`config.mk`:
```
export PLATFORM = sky130hd
export DESIGN_NAME = boe_feeder
export DESIGN_NICKNAME = d
export VERILOG_FILES = /design/src/rtl/boe_pkg.sv /design/src/rtl/boe_grp_buf.sv /design/src/rtl/boe_feeder.sv
export SDC_FILE = /design/constraint.sdc
export NUM_CORES = 1
export LEC_CHECK = 0
export ABC_AREA = 0
export CAP_MARGIN = 20
export CORE_ASPECT_RATIO = 1.5
export CORE_UTILIZATION = 30
export CTS_BUF_LIST = sky130_fd_sc_hd__clkbuf_4
export CTS_CLUSTER_SIZE = 24
export DETAILED_ROUTE_END_ITERATION = 10
export PLACE_DENSITY = 0.44
export SLEW_MARGIN = 5
export SYNTH_ARGS = -nofsm -noshare
export SYNTH_HDL_FRONTEND = slang
export SYNTH_SLANG_ARGS = --single-unit
```
`constraint.sdc`:
```
create_clock -name clk -period 5.3 [get_ports clk]
set_input_delay 0.53 -clock clk [delete_from_list [all_inputs] [get_ports clk]]
set_output_delay 0.53 -clock clk [all_outputs]
set_load 0.02 [all_outputs]
```
`src/rtl/boe_pkg.sv`:
```
// boe_pkg: shared parameters, issue FSM state encoding and result-tag codes
// for the BOE feeder (boe_feeder, boe_grp_buf).
package boe_pkg;

  localparam int MAX_NUM = 6;  // bytes per group, 1..7 (data_num is 3 bits)
  localparam int DW      = 8;  // byte width

  typedef enum logic [1:0] {
    IDLE  = 2'd0,
    ISSUE = 2'd1,
    DRAIN = 2'd2
  } boe_state_e;

  // res_tag codes, aligned with BOE's result stream
  localparam logic [1:0] TAG_NONE = 2'd0;
  localparam logic [1:0] TAG_MAX  = 2'd1;
  localparam logic [1:0] TAG_SUM  = 2'd2;
  localparam logic [1:0] TAG_SORT = 2'd3;

  // BOE needs N+3 cycles after the last byte; the drain counter counts N+2 down to 0.
  function automatic logic [3:0] drain_len(input logic [2:0] n);
    return {1'b0, n} + 4'd2;
  endfunction

endpackage

```
`src/rtl/boe_grp_buf.sv`:
```
// boe_grp_buf: one group buffer of MAX_NUM x DW bytes with a fill length and
// a full flag. The host side appends bytes; the buffer closes itself on
// wr_last or when it reaches MAX_NUM bytes. clr empties it after replay.
//
// Ports:
//   clk, rst            clock, synchronous active-high reset
//   wr_en, wr_data      append one byte (caller guarantees buffer not full)
//   wr_last             byte is the last of its group
//   clr                 discard contents (caller guarantees no write same cycle)
//   rd_addr, rd_data    combinational read port
//   len                 bytes currently held
//   full                group closed, waiting for / under replay
//   closing             this write closes the group
//   overflow            this write closes the group without wr_last
module boe_grp_buf #(
  parameter int MAX_NUM = boe_pkg::MAX_NUM,
  parameter int DW      = boe_pkg::DW
) (
  input  logic          clk,
  input  logic          rst,
  input  logic          wr_en,
  input  logic [DW-1:0] wr_data,
  input  logic          wr_last,
  input  logic          clr,
  input  logic [2:0]    rd_addr,
  output logic [DW-1:0] rd_data,
  output logic [2:0]    len,
  output logic          full,
  output logic          closing,
  output logic          overflow
);
  import boe_pkg::*;

  logic [DW-1:0] mem [MAX_NUM];
  logic          at_cap;

  assign at_cap   = (len == 3'(MAX_NUM - 1));
  assign closing  = wr_en & (wr_last | at_cap);
  assign overflow = wr_en & ~wr_last & at_cap;
  assign rd_data  = mem[rd_addr];

  // Storage is not reset: stale bytes are unreachable once len/full are cleared.
  always_ff @(posedge clk) begin
    if (wr_en) mem[len] <= wr_data;
  end

  always_ff @(posedge clk) begin
    if (rst || clr) begin
      len  <= 3'd0;
      full <= 1'b0;
    end else if (wr_en) begin
      len <= len + 3'd1;
      if (wr_last || at_cap) full <= 1'b1;
    end
  end

endmodule

```
`src/rtl/boe_feeder.sv`:
```
// boe_feeder: collects host bytes into ping-pong group buffers and replays
// each complete group to BOE gaplessly, owning BOE's reset so every group
// starts from a clean BOE.
//
// Optional feature: define BOE_FEEDER_TAG_EN to add res_tag/res_last, which
// label BOE's result stream (max, sum, sorted values, last sorted value).
//
// Ports:
//   clk, rst                       clock, synchronous active-high reset
//   in_valid/in_ready/in_data/in_last   host byte stream
//   boe_rst                        registered reset to BOE
//   data_num                       group length on the first issue cycle, else 0
//   data_in                        group byte during issue cycles, else 0
//   len_err                        sticky: a group hit MAX_NUM without in_last
//   res_tag, res_last              (BOE_FEEDER_TAG_EN only) result labels
//
// Issue FSM:
//   state | meaning
//   IDLE  | boe_rst high, waiting for the read buffer to be full
//   ISSUE | streaming the group bytes to BOE, boe_rst low
//   DRAIN | BOE emits results (N+3 cycles), boe_rst low, no data
module boe_feeder #(
  parameter int MAX_NUM = boe_pkg::MAX_NUM,
  parameter int DW      = boe_pkg::DW
) (
  input  logic          clk,
  input  logic          rst,
  input  logic          in_valid,
  output logic          in_ready,
  input  logic [DW-1:0] in_data,
  input  logic          in_last,
  output logic          boe_rst,
  output logic [2:0]    data_num,
  output logic [DW-1:0] data_in,
  output logic          len_err
`ifdef BOE_FEEDER_TAG_EN
  ,
  output logic [1:0]    res_tag,
  output logic [0:0]    res_last
`endif
);
  import boe_pkg::*;

  logic          wr_sel, rd_sel, rd_sel_nxt;
  logic          accept;
  logic [1:0]    wr_en, clr, full, closing, overflow;
  logic [DW-1:0] buf_data [2];
  logic [2:0]    buf_len  [2];

  logic          rd_full;
  logic [2:0]    rd_len;
  logic [DW-1:0] rd_byte;
  logic          rel_grp;

  boe_state_e    state, state_nxt;
  logic [2:0]    rd_idx, rd_idx_nxt;
  logic [3:0]    drain_cnt, drain_cnt_nxt;
  logic          boe_rst_nxt;
  logic [2:0]    data_num_nxt;
  logic [DW-1:0] data_in_nxt;

  // ---------------------------------------------------------------- host side
  assign in_ready = ~full[wr_sel];
  assign accept   = in_valid & in_ready;

  for (genvar i = 0; i < 2; i++) begin : g_buf
    assign wr_en[i] = accept & (wr_sel == 1'(i));
    assign clr[i]   = rel_grp & (rd_sel == 1'(i));

    boe_grp_buf #(.MAX_NUM(MAX_NUM), .DW(DW)) u_buf (
      .clk      (clk),
      .rst      (rst),
      .wr_en    (wr_en[i]),
      .wr_data  (in_data),
      .wr_last  (in_last),
      .clr      (clr[i]),
      .rd_addr  (rd_idx),
      .rd_data  (buf_data[i]),
      .len      (buf_len[i]),
      .full     (full[i]),
      .closing  (closing[i]),
      .overflow (overflow[i])
    );
  end

  always_ff @(posedge clk) begin
    if (rst) begin
      wr_sel  <= 1'b0;
      len_err <= 1'b0;
    end else begin
      if (|closing)  wr_sel  <= ~wr_sel;
      if (|overflow) len_err <= 1'b1;
    end
  end

  // ---------------------------------------------------------------- issue side
  assign rd_full = full[rd_sel];
  assign rd_len  = buf_len[rd_sel];
  assign rd_byte = buf_data[rd_sel];

  // Outputs are registered: each branch computes what BOE sees next cycle.
  always_comb begin
    state_nxt     = state;
    rd_sel_nxt    = rd_sel;
    rd_idx_nxt    = rd_idx;
    drain_cnt_nxt = drain_cnt;
    boe_rst_nxt   = 1'b0;
    data_num_nxt  = 3'd0;
    data_in_nxt   = '0;
    rel_grp       = 1'b0;
    case (state)
      ISSUE: begin
        if (rd_idx == rd_len) begin
          // Last byte is on the bus now; hand the buffer back to the host.
          rel_grp       = 1'b1;
          rd_sel_nxt    = ~rd_sel;
          rd_idx_nxt    = 3'd0;
          drain_cnt_nxt = drain_len(rd_len);
          state_nxt     = DRAIN;
        end else begin
          data_in_nxt = rd_byte;
          rd_idx_nxt  = rd_idx + 3'd1;
        end
      end
      DRAIN: begin
        if (drain_cnt == 4'd0) begin
          boe_rst_nxt = 1'b1;
          state_nxt   = IDLE;
        end else begin
          drain_cnt_nxt = drain_cnt - 4'd1;
        end
      end
      default: begin
        boe_rst_nxt = 1'b1;
        if (rd_full) begin
          boe_rst_nxt  = 1'b0;
          data_num_nxt = rd_len;
          data_in_nxt  = rd_byte;
          rd_idx_nxt   = 3'd1;
          state_nxt    = ISSUE;
        end
      end
    endcase
  end

  always_ff @(posedge clk) begin
    if (rst) begin
      state     <= IDLE;
      rd_sel    <= 1'b0;
      rd_idx    <= 3'd0;
      drain_cnt <= 4'd0;
      boe_rst   <= 1'b1;
      data_num  <= 3'd0;
      data_in   <= '0;
    end else begin
      state     <= state_nxt;
      rd_sel    <= rd_sel_nxt;
      rd_idx    <= rd_idx_nxt;
      drain_cnt <= drain_cnt_nxt;
      boe_rst   <= boe_rst_nxt;
      data_num  <= data_num_nxt;
      data_in   <= data_in_nxt;
    end
  end

`ifdef BOE_FEEDER_TAG_EN
  // Group length is latched because the buffer is cleared before DRAIN starts.
  logic [2:0] grp_len;
  logic [1:0] res_tag_nxt;
  logic       res_last_nxt;

  always_comb begin
    res_tag_nxt  = TAG_NONE;
    res_last_nxt = 1'b0;
    if (state == DRAIN) begin
      if (drain_cnt == drain_len(grp_len))              res_tag_nxt = TAG_MAX;
      else if (drain_cnt == drain_len(grp_len) - 4'd1)  res_tag_nxt = TAG_SUM;
      else if (drain_cnt != 4'd0)                       res_tag_nxt = TAG_SORT;
      res_last_nxt = (drain_cnt == 4'd1);
    end
  end

  always_ff @(posedge clk) begin
    if (rst) begin
      grp_len  <= 3'd0;
      res_tag  <= TAG_NONE;
      res_last <= 1'b0;
    end else begin
      if (state == IDLE && rd_full) grp_len <= rd_len;
      res_tag  <= res_tag_nxt;
      res_last <= res_last_nxt;
    end
  end
`endif

endmodule

```
After elaboration in Yosys (flattened, before gate mapping)
Memories as Yosys holds them, arrays and structs flattened. A register that Yosys moved wholly into a read port is not among the register bits.
Index checks and enable logic that the tools add are counted.

storage, ports and cells
  register bits = 32
  RAM bits = 96
  input port bits = 12
  output and inout port bits = 14
  word-level logic and storage cells = 104
  memories kept = 2

cells by class
  $add $sub $neg = 5
  $lt $le $gt $ge = 3
  eq/ne operators = 8
  multiplexer cells = 36
  bitwise gates (word level) = 20
  reduce and logical (&&, ||, !) cells = 17

memories
  memory              words  bits a word  read ports  clocked after Yosys merged registers in  write ports  line               RTL
  g_buf[0].u_buf.mem  6      8            1           1                                        1            boe_grp_buf.sv:34  logic [DW-1:0] mem [MAX_NUM];
  g_buf[1].u_buf.mem  6      8            1           1                                        1            boe_grp_buf.sv:34

operators by type and width
  operator               number
  $mux W8                5
  $mux W3                9
  $pmux W8 S2            1
  $mux W1                12
  $and A1 B1 Y1          11
  $add A3 B1 Y3 const B  3
  $mux W4                2
  $pmux W4 S2            1
  $reduce_and A2 Y1      4
  $eq A3 B3 Y1 const B   2
  $mux W2                3
  $ne A2 B2 Y1 const B   3
  $not A1 Y1             6
  $pmux W3 S2            1
  $reduce_and A3 Y1      2
  $add A3 B2 Y4 const B  1
  $logic_not A4 Y1       1
  $logic_or A1 B1 Y1     4
  $lt A1 B2 Y1 const B   2
  $pmux W2 S2            1
  $reduce_bool A2 Y1     2
  $reduce_or A2 Y1       2
  $reduce_or A4 Y1       1
  $sub A4 B1 Y4 const B  1
  other kinds (8)        9

Depth between registers and ports, before layout
Gate-level depths: netlist (run 1).

  word-level depth = 9
  gate-level depth with buffers = 8
  depth with buffers taken out = 7

Cells and area by module
Synthesis (run 1) repeated with hierarchy kept, for this count alone.

unflattened totals
  cell total of the unflattened synthesis = 341
  area total of the unflattened synthesis = 5424.0 um^2

modules (own cells, without submodules)
  module       instances  cells each  area an instance (um^2)  seq. area each (um^2)
  boe_grp_buf  2          105         2092.0                   1521.5
  boe_feeder   1          131         1239.9                   480.5

Worst setup path after synthesis (run 1)
OpenSTA, ideal clock, no wires.

  path type = input-to-reg
  from = input port in_valid
  to = memory g_buf[1].u_buf.mem[0][0] (enable)
  setup time = 0.395 ns
  arrival = 1.680 ns
  data required time = 4.905 ns
  path slack = 3.225 ns
  cell stages on the path = 3
  buffers on the path = 1
  cells stage by stage = nand3b_1 -> clkbuf_1 -> nor4_1

between the ends
  word-level cells in the longest chain between the ends = 4

ends and longest elaborated chain
  item                           line               RTL
  from (decl)                    boe_feeder.sv:28   input logic in_valid,
  $and A1 B1 Y1                  boe_feeder.sv:64   assign accept = in_valid & in_ready;
  $and A1 B1 Y1                  boe_feeder.sv:67   assign wr_en[i] = accept & (wr_sel == 1'(i));
  $mux W1                        boe_grp_buf.sv:44  if (wr_en) mem[len] <= wr_data;
  $mux W1 (not written as such)  boe_grp_buf.sv:44
  to (decl)                      boe_grp_buf.sv:34

No other way between the ends.

Worst setup path in the final report (run 1)
  from = register rd_sel
  to = register data_in[0]

between the ends
  word-level cells in the longest chain between the ends = 7
  elaborated cells on any way between the ends = 13
  classes of those cells = 1 x eq/ne; 11 x mux; 1 x bitwise

ends and longest elaborated chain
  item                                        line                                RTL
  from (decl)                                 boe_feeder.sv:44                    logic wr_sel, rd_sel, rd_sel_nxt;
  from (signal assigned)                      boe_feeder.sv:157                   rd_sel <= rd_sel_nxt;
  $not A1 Y2 (not written as such)            boe_feeder.sv:98, boe_feeder.sv:99
  $mux W3 (not written as such) (3 in a row)  boe_feeder.sv:98                    assign rd_len = buf_len[rd_sel];
  $eq A3 B3 Y1                                boe_feeder.sv:113                   if (rd_idx == rd_len) begin
  $mux W8                                     boe_feeder.sv:113
  $pmux W8 S2 *                               boe_feeder.sv:111                   case (state)
  to (signal assigned)                        boe_feeder.sv:162                   data_in <= data_in_nxt;
  to (decl)                                   boe_feeder.sv:34                    output logic [DW-1:0] data_in,

Mark *: on every way between the ends. The rest lies on a longest branch, timed or not. The select of a mux whose other input is x is not followed.
A chain may end at the register's enable or synchronous reset.

==> results of run 1 <==
[worst max-delay path, cell delays in order (launching register included)]
cell and delay [ns]:
dfxtp_1 0.95, mux2i_2 0.48, xor2_2 0.18, and3_1 0.26, o41ai_2 0.61, and2_1 0.24
[logic make-up (layout without fill, tap and decap cells)]
group / Yosys count / in the layout / share of synthesized area, %
other: 0 / 1 / 0
buffers and inverters: 34 / 78 / 2.685
DFF: 131 / 131 / 66.87
AOI/OAI and AO/OA: 57 / 57 / 7.238
xor gates and xnor gates: 8 / 8 / 1.728
and+or+nand+nor: 87 / 87 / 8.125
muxes: 39 / 39 / 11.25
adders and majority gates: 9 / 9 / 2.101
[where the power goes]
part           switching (mW)  leakage, nW  internal (mW)
Clock                   0.368        0.169          0.371
Combinational           0.333        0.670          0.290
Sequential             0.0900         1.15           1.17
[cells in the final DEF (no fill, tap or decap), types with 5 or more instances in the layout]
cell type        instances
buf_4                    5
nand2_1                 26
inv_1                   14
nor2_1                  16
o21ai_0                 23
clkbuf_4                17
clkdlybuf4s50_1         25
ha_1                     9
mux4_2                  16
mux2i_1                 19
edfxtp_1                96
nor3_1                   8
dfxtp_1                 34
and2_1                   9
nor4_2                   9
a21oi_1                  8
o211ai_1                11
[routing by layer]
metal,vias up,share of wire (%),track usage (%)
li1,1453,-,-
met1,1542,40,14.40
met2,57,53,23.00
met3,18,2.9,3.659
met4,0,3.3,6.698
met5,-,0,0
[final timing paths]
path	from	end	cells after the start
max	rd_sel	data_in[0]	5
min	len_err	len_err	2
max reg2reg	rd_sel	data_in[0]	5
min reg2reg	len_err	len_err	2
[registers in the layout, summed over array words and instances (netlist names), named ones only]
| name | count |
|---|---|
| g_buf.u_buf.len | 6 |
| g_buf.u_buf.full | 2 |
| len_err | 1 |
| boe_rst | 1 |
| g_buf.u_buf.mem | 96 |
| rd_sel | 1 |
| data_num | 3 |
| wr_sel | 1 |
| rd_idx | 3 |
| data_in | 8 |
| state | 2 |
| drain_cnt | 4 |
[cells in the mapped netlist, types with 2 or more instances]
| master | number | area, um2 |
|---|---|---|
| edfxtp_1 | 96 | 2883 |
| dfxtp_1 | 35 | 700.7 |
| nand2_1 | 26 | 97.59 |
| o21ai_0 | 23 | 115.1 |
| mux2i_1 | 19 | 190.2 |
| mux4_2 | 16 | 360.4 |
| nor2_1 | 16 | 60.06 |
| inv_1 | 14 | 52.55 |
| nor4_1 | 11 | 68.82 |
| o211ai_1 | 11 | 82.58 |
| clkbuf_1 | 10 | 37.54 |
| and2_1 | 9 | 56.30 |
| ha_1 | 9 | 112.6 |
| a21oi_1 | 8 | 40.04 |
| nor3_1 | 8 | 40.04 |
| buf_2 | 7 | 35.03 |
| and3_1 | 4 | 25.02 |
| nor2b_1 | 4 | 25.02 |
| mux2i_2 | 3 | 41.29 |
| nand3_1 | 3 | 15.01 |
| xnor2_1 | 3 | 26.28 |
| xor2_2 | 3 | 48.80 |
| o211a_1 | 2 | 20.02 |
| o41ai_2 | 2 | 32.53 |
| xor2_1 | 2 | 17.52 |
[final cells by class]
cell class,instances,area (um2)
well taps,213,266.5
flip-flops and latches,131,3585
repair buffers,32,322.8
clock buffers,17,127.6
fillers,1713,11180
inverters,15,56.30
multi-input cells,200,1694
clock inverters,14,186.4
diodes,1,2.502
==> flow_summary.ini, run 1 <==
[min_path]
hold_path.class = register to register

[clock_tree]
clk-insertion-delay-late_ns = 0.50
post-cts-setup-buffers = 0
clockBufferDepth = 2
clock_sinks = 131
cts_resized = 0
htree_levels = 4
cts-buffers-inserted = 17
cts-hold-fix-buffers = 0
cts_tree = yes
root_buffer = clkbuf_4
clk_pin_slew_worst_paths_ns = 0.11

[floorplanning]
rows = 59
die_h_um = 165.7
die_area_um2 = 18410
coreArea_um2 = 17420
die_w_um = 111.1
io_pins = 26
start_util_pct = 30.76

[placed_design]
portBuffers = 25
dp_hpwl_mm = 7.920
dp_cells = 587
gp_congestion = 0.7385
dp_slack_ns = 2.461
post_dp_cell_area_um2 = 5887

[yosys]
syn_inst = 365
synth-seq-cells = 131
syn_area_um2 = 5359
syn_nets = 386
ys.flop_type = edfxtp_1
synth-edff-count = 96
ys_types = 46
yosysWarnings = 0
seq_area_frac_synth_pct = 66.87
avgSynthCellArea_um2 = 14.68
synthArstFlopShare_pct = 0

[detailed_routing]
post-route-drc-count = 4
ant_nets = 0
detail_route.iter0.violations = 139
via_per_inst = 4.928
vias = 3070
firstDrtPassIters = 7
totalWireLength_mm = 11.35
routedWlPerCell_um = 18.22

[worst_setup_path]
required_ns = 5.75
worstSetupEndpointType = register
cp_max_fo = 23
path_class = register to register
rrSetupSlack_ns = 2.55
start_kind = register
worstPathArrival_ns = 3.20

[run_status]
violations = design-rule violations
status = finished with violations

[global_routing]
antenna_found_initial = 1
grt_pass1_vias = 3110
grt.overflow.total = 0
grt_pass1_wl_mm = 17.81
grt_max_degree = 33
grt_use_total_pct = 13.10

[timing]
fin_worst_skew_ns = 0.01391
final-hold-violation-count = 0
rsz0062_at_grt = no
fin_crit_ns = 2.749
tns_ns = 0
holdWs_ns = 0.5142
finalCritPeriodShare_pct = 51.88
setup_slack_ns = 2.551
worstMarginPinSlew_ns = 1.012
maxSlewViolCount = 0
max_freq_mhz = 363.7
max_slew_margin_pct = 31.99
setup_viol = 0

[job]
drv_cap = 0

[finish]
fin_cells = 623
drive_gt1_share_pct = 18.58
synthToLayoutAreaGrowth_pct = 16.46
fin_util_pct = 35.82
nets = 418
final_area_um2 = 6241

[power_and_ir_drop]
finalPower_mw = 2.627
p_leak_nw = 1.992
p_per_area_nw_per_um2 = 420.9
ir_drop_mv = 0.1776
(Power assumes the default switching activity.)
==> run 2: changes to the inputs <==
==> constraint.sdc (replaced) <==
create_clock -name clk -period 2.55 [get_ports clk]
set_input_delay 0.255 -clock clk [delete_from_list [all_inputs] [get_ports clk]]
set_output_delay 0.255 -clock clk [all_outputs]
set_load 0.02 [all_outputs]
==> run 2 against run 1 <==
The run still ends with design-rule violations left. Global-route usage grew 0.75 points. Cell count is 2.7% higher. Worst hold slack lost 0.11 ns. Clock-buffer cell count did not move. Sequential power rose by 110%. Die area stayed put. Register-to-register slack got worse by 2.1 ns. Cell area grew 2.4%. Critical path depth did not move. Non-clock buffer count increased by 16.
==> flow_summary.ini, run 2 (synthesized netlist as in run 1, its figures left out) <==
[worst_setup_path]
crit_end = drain_cnt[3]
r2r_end = drain_cnt[3]
path_class = register to register
startpoint = rd_sel
r2r_cells = 5
required_ns = 2.98
worstPathArrival_ns = 2.50
cp_max_fo = 7
rrSetupSlack_ns = 0.48
start_kind = register
worstSetupEndpointType = register
r2r_start = rd_sel

[power_and_ir_drop]
finalPower_mw = 5.689
p_int_mw = 3.980
p_sw_mw = 1.708
clock_power_share_pct = 29.7
power_frac_comb_pct = 24.8
p_per_area_nw_per_um2 = 889.8
swShare_pct = 30.03
ir_drop_mv = 0.4239
seqPwrFrac_pct = 45.5
p_leak_nw = 2.090

[finish]
drive_gt1_share_pct = 21.60
fillers = 1668
fin_util_pct = 36.70
final_area_um2 = 6394
synthToLayoutAreaGrowth_pct = 19.31
layout_commonest_cell = edfxtp_1
multi_input_area_um2 = 1694
reg_top3 = g_buf.u_buf.mem x96, data_in x8, g_buf.u_buf.len x6
regMostFlops = g_buf.u_buf.mem
largest_reg_flops = 96
mostFrequentLayoutCells = edfxtp_1, dfxtp_1, nand2_1, clkdlybuf4s50_1, o21ai_0
nets = 434
regArea_um2 = 3585
fin_cells = 640

[placed_design]
dp_slack_ns = 0.4686
dp_cells = 607
portBuffers = 25
post_dp_cell_area_um2 = 6037
dp_hpwl_mm = 8.321
gp_congestion = 0.7887

[clock_tree]
post-cts-setup-buffers = 0
clk-insertion-delay-late_ns = 0.52
cts_tree = yes
htree_levels = 4
root_buffer = clkbuf_4
clockBufferDepth = 2
cts_resized = 0
clk_pin_slew_worst_paths_ns = 0.13
clock_sinks = 131
cts-hold-fix-buffers = 0
cts-buffers-inserted = 17

[global_routing]
grt_use_total_pct = 13.85
grt_pass1_vias = 3235
grt.overflow.total = 0
grt_pass1_wl_mm = 18.79
grt_max_degree = 33
antenna_found_initial = 1

[timing]
max_slew_margin_pct = 62.94
holdWs_ns = 0.4020
fin_crit_ns = 2.069
tns_ns = 0
rsz0062_at_grt = no
finalCritPeriodShare_pct = 81.13
worstMarginPinSlew_ns = 0.5542
fin_worst_skew_ns = 0.02027
max_freq_mhz = 483.4
setup_slack_ns = 0.4813
maxSlewViolCount = 0
final-hold-violation-count = 0
setup_viol = 0

[detailed_routing]
totalWireLength_mm = 11.97
firstDrtPassIters = 7
routedWlPerCell_um = 18.70
post-route-drc-count = 4
via_per_inst = 4.788
detail_route.iter0.violations = 111
vias = 3064
ant_nets = 0

[floorplanning]
start_util_pct = 30.76
io_pins = 26
die_area_um2 = 18410
die_h_um = 165.7
coreArea_um2 = 17420
rows = 59
die_w_um = 111.1

[run_status]
status = finished with violations
violations = design-rule violations

[min_path]
hold_start = in_last
hold_path.class = primary input to register

[job]
drv_cap = 0
==> run 2: cell types whose count changed in the layout (fill, tap and decap cells not counted) <==
cell       delta
buf_4        +17
buf_8         -1
bufinv_16     +1
clkinv_1      +1
clkinv_2      -4
inv_6         +3
==> run 2: critical path, stage by stage (launching register included) <==
cell     delay (ns)
dfxtp_1        0.54
mux2i_2        0.41
xor2_2         0.27
a41oi_2        0.20
or2_4          0.30
o31ai_1        0.25
==> run 2: area by class of cell <==
class                           instances  share of cell area [%]
Multi-Input combinational cell        200                   26.50
Inverter                               15                  0.8806
Tap cell                              213                   4.168
Sequential cell                       131                   56.07
Clock inverter                         15                   3.542
Timing Repair Buffer                   48                   6.810
Clock buffer                           17                   1.996
Antenna cell                            1                 0.03914
==> run 2: routing by layer <==
metal  part of all wire (%)  track usage, %  vias to the layer above
li1                       -               -                     1481
met1                     41           15.43                     1516
met2                     55           25.54                       55
met3                    2.9           3.074                       12
met4                    1.4           5.229                        0
met5                      0               0                        -
==> run 2: how the worst min path moves through the flow <==
| stage | end | slack, ns | cells after the start |
|---|---|---|---|
| after global placement | state[0] | 0.49 | 2 |
| after CTS | len_err | 0.35 | 4 |
| after detailed placement | state[0] | 0.50 | 2 |
| after floorplan | g_buf[0].u_buf.mem[0][0] | 0.35 | 0 |
| after global routing | len_err | 0.37 | 4 |
| final | len_err | 0.40 | 4 |
==> run 2: power by group through the flow <==
| stage | sequential (mW) | combinational (mW) | clock [mW] |
|---|---|---|---|
| after floorplan | 2.59 | 0.990 | 0 |
| after global placement | 2.64 | 1.43 | 0 |
| after detailed placement | 2.64 | 1.43 | 0 |
| after CTS | 2.59 | 1.44 | 1.75 |
| after global routing | 2.62 | 1.56 | 1.82 |
| final | 2.59 | 1.41 | 1.69 |
